[src/rtl/uart_pkg.sv]
// Shared UART definitions: FSM state encoding and frame constants.
// Reused by the receiver, transmitter and the bus interface.
package uart_pkg;

    localparam int OVERSAMPLE  = 16;
    localparam int NB_DATA_DEF = 8;

    typedef enum logic [1:0] {
        IDLE,
        START,
        DATA,
        STOP
    } uart_state_t;

endpackage

[src/rtl/baud_rate_gen.sv]
// Oversample tick generator: one-clk tick every BAUD_DIV clocks.
// Shared between the UART receiver and transmitter.
module baud_rate_gen #(
    parameter int BAUD_DIV = 163
) (
    input  logic clk,
    input  logic i_rst,
    output logic tick
);

    localparam int CW = (BAUD_DIV > 1) ? $clog2(BAUD_DIV) : 1;

    logic [CW-1:0] cnt;

    assign tick = (cnt == CW'(BAUD_DIV - 1));

    always_ff @(posedge clk) begin
        if (i_rst) begin
            cnt <= '0;
        end else if (tick) begin
            cnt <= '0;
        end else begin
            cnt <= cnt + 1'b1;
        end
    end

endmodule

[src/rtl/uart_rx.sv]
// UART receiver: 16x oversampled, LSB first, mid-bit sampling.
// Reports good frames on o_rxDone and bad stop bits on o_frame_err.
module uart_rx
    import uart_pkg::*;
#(
    parameter int NB_DATA  = NB_DATA_DEF,
    parameter int NB_STOP  = 16,
    parameter int BAUD_DIV = 163
) (
    input  logic               clk,
    input  logic               i_rst,
    input  logic               i_rx,
    output logic [NB_DATA-1:0] o_data,
    output logic               o_rxDone,
    output logic               o_frame_err
);

    localparam int NW = (NB_DATA > 1) ? $clog2(NB_DATA) : 1;

    uart_state_t        state, state_n;
    logic [3:0]         s, s_n;
    logic [NW-1:0]      n, n_n;
    logic [NB_DATA-1:0] sh, sh_n;
    logic [NB_DATA-1:0] data_q, data_n;
    logic               done_q, done_n;
    logic               err_q, err_n;
    logic [1:0]         sync;
    logic               rx_s;
    logic               tick;

    baud_rate_gen #(
        .BAUD_DIV (BAUD_DIV)
    ) u_baud (
        .clk   (clk),
        .i_rst (i_rst),
        .tick  (tick)
    );

    assign rx_s        = sync[1];
    assign o_data      = data_q;
    assign o_rxDone    = done_q;
    assign o_frame_err = err_q;

    always_ff @(posedge clk) begin
        if (i_rst) begin
            sync   <= 2'b11;
            state  <= IDLE;
            s      <= '0;
            n      <= '0;
            sh     <= '0;
            data_q <= '0;
            done_q <= 1'b0;
            err_q  <= 1'b0;
        end else begin
            sync   <= {sync[0], i_rx};
            state  <= state_n;
            s      <= s_n;
            n      <= n_n;
            sh     <= sh_n;
            data_q <= data_n;
            done_q <= done_n;
            err_q  <= err_n;
        end
    end

    always_comb begin
        state_n = state;
        s_n     = s;
        n_n     = n;
        sh_n    = sh;
        data_n  = data_q;
        done_n  = 1'b0;
        err_n   = 1'b0;
        unique case (state)
            IDLE: begin
                if (!rx_s) begin
                    state_n = START;
                    s_n     = '0;
                end
            end
            // Half a bit in: confirm the start bit is still low.
            START: begin
                if (tick) begin
                    if (s == 4'(OVERSAMPLE / 2 - 1)) begin
                        if (!rx_s) begin
                            state_n = DATA;
                            s_n     = '0;
                            n_n     = '0;
                        end else begin
                            state_n = IDLE;
                        end
                    end else begin
                        s_n = s + 1'b1;
                    end
                end
            end
            DATA: begin
                if (tick) begin
                    if (s == 4'(OVERSAMPLE - 1)) begin
                        s_n  = '0;
                        sh_n = {rx_s, sh[NB_DATA-1:1]};
                        if (n == NW'(NB_DATA - 1)) begin
                            state_n = STOP;
                        end else begin
                            n_n = n + 1'b1;
                        end
                    end else begin
                        s_n = s + 1'b1;
                    end
                end
            end
            STOP: begin
                if (tick) begin
                    if (s == 4'(NB_STOP - 1)) begin
                        state_n = IDLE;
                        if (rx_s) begin
                            data_n = sh;
                            done_n = 1'b1;
                        end else begin
                            err_n = 1'b1;
                        end
                    end else begin
                        s_n = s + 1'b1;
                    end
                end
            end
            default: state_n = IDLE;
        endcase
    end

endmodule

[config.mk]
export PLATFORM = sky130hd
export DESIGN_NAME = uart_rx
export DESIGN_NICKNAME = d
export VERILOG_FILES = /design/src/rtl/uart_pkg.sv /design/src/rtl/baud_rate_gen.sv /design/src/rtl/uart_rx.sv
export SDC_FILE = /design/constraint.sdc
export NUM_CORES = 1
export LEC_CHECK = 0
export ABC_AREA = 1
export CORE_AREA = 2 2 79 66
export CTS_BUF_LIST = sky130_fd_sc_hd__clkbuf_4 sky130_fd_sc_hd__clkbuf_8 sky130_fd_sc_hd__clkbuf_16
export CTS_CLUSTER_DIAMETER = 80
export DETAILED_ROUTE_END_ITERATION = 8
export DIE_AREA = 0 0 81 68
export SLEW_MARGIN = 25
export SYNTH_ARGS = -nofsm -noshare
export SYNTH_HDL_FRONTEND = slang
export SYNTH_SLANG_ARGS = --single-unit
[constraint.sdc]
create_clock -name clk -period 3.26 [get_ports clk]
set_input_delay 0.652 -clock clk [delete_from_list [all_inputs] [get_ports clk]]
set_output_delay 0.652 -clock clk [all_outputs]
set_load 0.02 [all_outputs]
== Yosys cells after proc, flatten, opt, wreduce, memory -nomap -nowiden ==
Cells that the tools add are included.
W data, S select, Z words.

* Register bits after elaboration: 37
* Input port bits: 3
* Output and inout bits: 10
* Logic and storage cells: 69

* $add $sub $neg: 3
* Eq/ne operators: 18
* Mux-type cells: 27
* Bitwise operators: 3
* Reductions and logical operators: 9

{| class="wikitable"
|+ Operator list
! cell !! number
|-
| $mux W4 || 7
|-
| $ne A2 B2 Y1 const B || 11
|-
| $mux W2 || 9
|-
| $mux W3 || 6
|-
| $pmux W4 S4 || 1
|-
| $add A8 B1 Y8 const B || 1
|-
| $eq A8 B8 Y1 const B || 1
|-
| $pmux W2 S4 || 1
|-
| $reduce_and A4 Y1 || 2
|-
| $reduce_and A8 Y1 || 1
|-
| $reduce_and A7 Y1 || 1
|-
| $pmux W3 S2 || 1
|-
| $add A4 B1 Y4 const B || 1
|-
| $eq A2 B2 Y1 const B || 2
|-
| $eq A4 B3 Y1 const B || 1
|-
| $eq A4 B4 Y1 const B || 1
|-
| $reduce_or A4 Y1 || 1
|-
| $add A3 B1 Y3 const B || 1
|-
| $eq A3 B3 Y1 const B || 1
|-
| $not A1 Y1 || 3
|-
| $reduce_and A3 Y1 || 1
|-
| $eq A2 B1 Y1 const B || 1
|-
| $logic_not A2 Y1 || 1
|-
| $mux W1 || 2
|-
| 2 further kinds || 2
|}

== Depth between registers and ports, before layout ==
* Depth after elaboration: 5
* Gate-level depth with buffers: 11
* Gate-level depth less buffers: 11

== By module ==
Synthesis repeated with hierarchy kept, for this count alone.

* Cells, all modules: 237
* Area, all modules: 1752.9 um^2

{| class="wikitable"
|+ By module, submodules not included
! module !! instances !! cells each !! area each (um^2) !! sequential area each (um^2)
|-
| uart_rx || 1 || 182 || 1335.0 || 580.6
|-
| baud_rate_gen || 1 || 55 || 417.9 || 160.2
|}

== Least setup slack after synthesis ==
No wires, ideal clock.

* Path kind: register to register
* Start: register s[0]
* End: register data_q[0] (netlist: o_data[0])
* Library setup time: 0.113 ns
* Arrival time: 1.439 ns
* Required time: 3.147 ns
* Slack: 1.707 ns
* Cell stages (with the launch flop): 9
* Buffers on the path: 0
* Period minus slack after synthesis: 1.553 ns
* Cells stage by stage: dfxtp_1 ha_1 nand3_4 nor2_4 inv_2 nor3_4 inv_2 o21ai_1 nor2_1

* Word-level cells in the longest chain between the ends: 2

{| class="wikitable"
|+ Ends and longest elaborated chain
! item !! line !! text
|-
| start, declared || uart_rx.sv:21 || <nowiki>logic [3:0] s, s_n;</nowiki>
|-
| start signal, assigned || uart_rx.sv:57 || <nowiki>s <= s_n;</nowiki>
|-
| $eq A4 B4 Y1 || uart_rx.sv:114 || <nowiki>if (s == 4'(NB_STOP - 1)) begin</nowiki>
|-
| $reduce_and A4 Y1 (no source line) || -- ||
|-
| end signal, assigned || uart_rx.sv:60 || <nowiki>data_q <= data_n;</nowiki>
|-
| end, declared || uart_rx.sv:24 || <nowiki>logic [NB_DATA-1:0] data_q, data_n;</nowiki>
|}

No other way between the ends.
A chain may end at the register's enable or synchronous reset.

== Final worst setup path ==
* Start: register data_q[4] (netlist: o_data[4])
* End: output port o_data[4]

{| class="wikitable"
|+ RTL lines
! item !! line !! text
|-
| end, declared || uart_rx.sv:13 || <nowiki>output logic [NB_DATA-1:0] o_data,</nowiki>
|}

No word-level cell between the ends.

==> flow_summary.ini <==
[global_routing]
antenna_found_initial = 0
groute.usage.overall = 0.115
pin_count_of_the_biggest_net_entering_global_routing = 23
first_global_vias = 1142
grt.overflow.total = 0
grt_first_pass_wirelength_um = 4890

[detailed_routing]
via_per_inst = 4.41
final_antenna_net_count = 0
detail_route.wl_per_cell_um = 9.53
drt-total-wl_um = 2800
via_count = 1296
drc = 0
drt_first_pass_iters = 4
drt-initial-drc-count = 98

[cells_and_area]
final_nets = 239
fin_area_sq_um = 1900
area_delta_synth_final_pct = 17.7
final_layout_size_suffix_gt1_frac = 0.103
num_antenna_cells = 0
final.fill_count = 511

[place]
globalplace.congestion = 0.811
postPlaceCellArea_sq_um = 1800
post-dp-hpwl_um = 2020
count_of_buffers_from_port_buffering = 12
placement.setup.worst_slack_ps = 1170

[critical_path]
timing.rr.end = o_data[3]
worst_setup_path_end_kind = output pin
r2r_setup_slack_ps = 1400
timing.critical_path.fanout_max = 2
critical_path_data_arrival_time_ps = 1210
reg2regPathDepth = 8
crit_path_start_kind = flip-flop
critical-path-max-stage-delay_ps = 600
critPathRequiredTime_ps = 2610
timing.critical_path.max_delay_family = buffers and inverters
worst-path-buf-inv = 1
worstPathCellList = clkdlybuf4s50_1
timing.critical_path.slowest_stage_cell = sky130_fd_sc_hd__clkdlybuf4s50_1
r2r_start = s[0]
worstSetupPathType = flip-flop to output pin

[logic_synthesis]
yosysUniqueCellTypes = 24
synth_fa_ha_area_frac = 0.0389
synth-seq-area-share = 0.460
synth_enable_flop_cells = 0
mappedNetlistArea_sq_um = 1610
synthSimpleGateAreaFrac = 0.295
yosys_most_used_dff = sky130_fd_sc_hd__dfxtp_1
synth_fp_nets = 222
synth_async_sr_flop_share = 0
synth.avg_cell_area_sq_um = 7.52
ys_ff_latch = 37
synth_cells = 214
fraction_of_synthesized_cell_area_in_xor_and_xnor_cells = 0.0109
synth_top_family_by_area = simple AND/OR/NAND/NOR gates
share_of_the_synthesized_area_in_compound_gates_ao_oa_aoi_oai = 0.118
yosysWarningCount = 0
synth_mux_area_frac = 0

[sta]
crit_share_post_route = 0.572
final.hold.worst_slack_ps = 411
max_slew_violation_count = 0
worst_slew_margin_rel = 0.673
worst-slew-pin-transition_ps = 488
rsz0062_at_grt = no
final-setup-viol-count = 0
min_period_ps = 1870
timing.fmax_mhz = 536
timing.final.hold_violations = 0
worst_clock_skew_ps = 4.26
layout_setup_ws_ps = 1390
final.setup.tns_ps = 0

[pwr]
vdd_ir_drop_max_mv = 0.263
power_density_relative_to_cell_area_nw_per_um2 = 469
static-leakage-power_nw = 0.769
total_power_mw = 0.888

[clocking]
clock-sinks = 37
post_cts_resized = 0
cts-hold-fix-buffers = 0
cts.htree.levels = 2
cts_made_buffers = 5
clock_insertion_delay_worst_skew_ps = 280
clkTransAtPathRegs_ps = 70
clk_root_buffer_cell = sky130_fd_sc_hd__clkbuf_8
clock_tree_from_tritoncts = yes
postCtsSetupRepairBufs = 0
bufs_on_longest_clock_path = 2

[min_path]
timing.hold.worst.start = sync[0]
whs_endpoint = sync[1]
hp-class = flip-flop to flip-flop
hold_depth = 1

[floorplanning]
io-pin-count = 13
std_cell_rows = 23
core_region_area_sq_um = 4780
floorplan.die.width_um = 81
die_area_sq_um = 5510
chipHeight_um = 68
initial_core_util = 0.337

[run_status]
outcome = complete, no violations

[job]
max_cap_violations = 0
[flip-flops by register name, indices dropped and copies added (netlist names), named ones only]
register / count
o_frame_err: 1
sync: 2
sh: 8
o_data: 8
n: 3
u_baud.cnt: 8
state: 1
o_rxDone: 1
s: 4
[metrics by stage]
stage | instances | utilization
2_1_floorplan | 214 | -
3_3_place_gp | 286 | 0.378
3_5_place_dp | 286 | 0.378
4_1_cts | 294 | 0.397
5_1_grt | 294 | 0.397
6_report | 294 | 0.397
[worst max path at each step]
| stage | from | to | slack [ps] | cells past startpoint |
|---|---|---|---|---|
| after floorplan | s[0] | o_data[0] | 1710 | 8 |
| after global placement | i_rst | u_baud.cnt[5] | 1230 | 5 |
| after detailed placement | i_rst | u_baud.cnt[4] | 1170 | 5 |
| after CTS | s[0] | o_data[3] | 1330 | 8 |
| after global routing | s[0] | o_data[3] | 1180 | 8 |
| final | o_data[4] | o_data[4] | 1390 | 1 |
[where the power goes]
part | total (mW) | internal (mW) | switching [mW]
registers | 0.476 | 0.464 | 0.0119
clock network | 0.326 | 0.177 | 0.149
logic | 0.0871 | 0.0301 | 0.0570
total | 0.888 | 0.671 | 0.218
[synthesized netlist by cell type (2+ instances only)]
library cell	count	area, sq um
sky130_fd_sc_hd__a21oi_1	19	95.1
sky130_fd_sc_hd__xor2_1	2	17.5
sky130_fd_sc_hd__or2_2	2	12.5
sky130_fd_sc_hd__nand2_1	34	128
sky130_fd_sc_hd__clkbuf_1	3	11.3
sky130_fd_sc_hd__nor2_1	36	135
sky130_fd_sc_hd__nor3_1	4	20.0
sky130_fd_sc_hd__nand3_1	7	35.0
sky130_fd_sc_hd__nand4_1	2	12.5
sky130_fd_sc_hd__inv_2	7	26.3
sky130_fd_sc_hd__nor3b_1	4	30.0
sky130_fd_sc_hd__o21ai_1	9	45.0
sky130_fd_sc_hd__ha_1	5	62.6
sky130_fd_sc_hd__and3_1	2	12.5
sky130_fd_sc_hd__inv_1	23	86.3
sky130_fd_sc_hd__dfxtp_1	37	741
sky130_fd_sc_hd__nor3_4	2	32.5
sky130_fd_sc_hd__o21ai_0	10	50.1
[kinds of logic (layout without fill, tap and decap cells)]
kind of cell               count (synthesis)  count (layout)
DFF                                       37              37
xor gates and xnor gates                   2               2
adders and majority gates                  5               5
buffers and inverters                     33              51
AOI/OAI and AO/OA                         38              38
and+or+nand+nor                           99              99
[cell usage in the layout, fill, tap and decap left out, types with 7 or more instances in the layout]
cell,synthesis,layout
sky130_fd_sc_hd__nor2_1,36,36
sky130_fd_sc_hd__a21oi_1,19,19
sky130_fd_sc_hd__nand3_1,7,7
sky130_fd_sc_hd__dfxtp_1,37,37
sky130_fd_sc_hd__o21ai_0,10,10
sky130_fd_sc_hd__nand2_1,34,34
sky130_fd_sc_hd__o21ai_1,9,9
sky130_fd_sc_hd__clkdlybuf4s50_1,0,12
sky130_fd_sc_hd__inv_1,23,23
sky130_fd_sc_hd__inv_2,7,7
[area by class of cell]
cell class | count | area, sq um | share of cell area
inverters | 30 | 113 | 0.0594
flip-flops and latches | 37 | 741 | 0.391
well taps | 62 | 77.6 | 0.0409
clock buffers | 8 | 91.3 | 0.0482
repair buffers | 13 | 128 | 0.0673
multi-input cells | 144 | 746 | 0.393
[metal layers]
metal	vias up	part of all wire	GRT usage
li1	718	-	-
met1	554	0.53	0.157
met2	22	0.43	0.170
met3	2	0.036	0.0356
met4	0	0.0061	0.0445
met5	-	0	0
No activity file was read; power rests on OpenSTA's default activity.
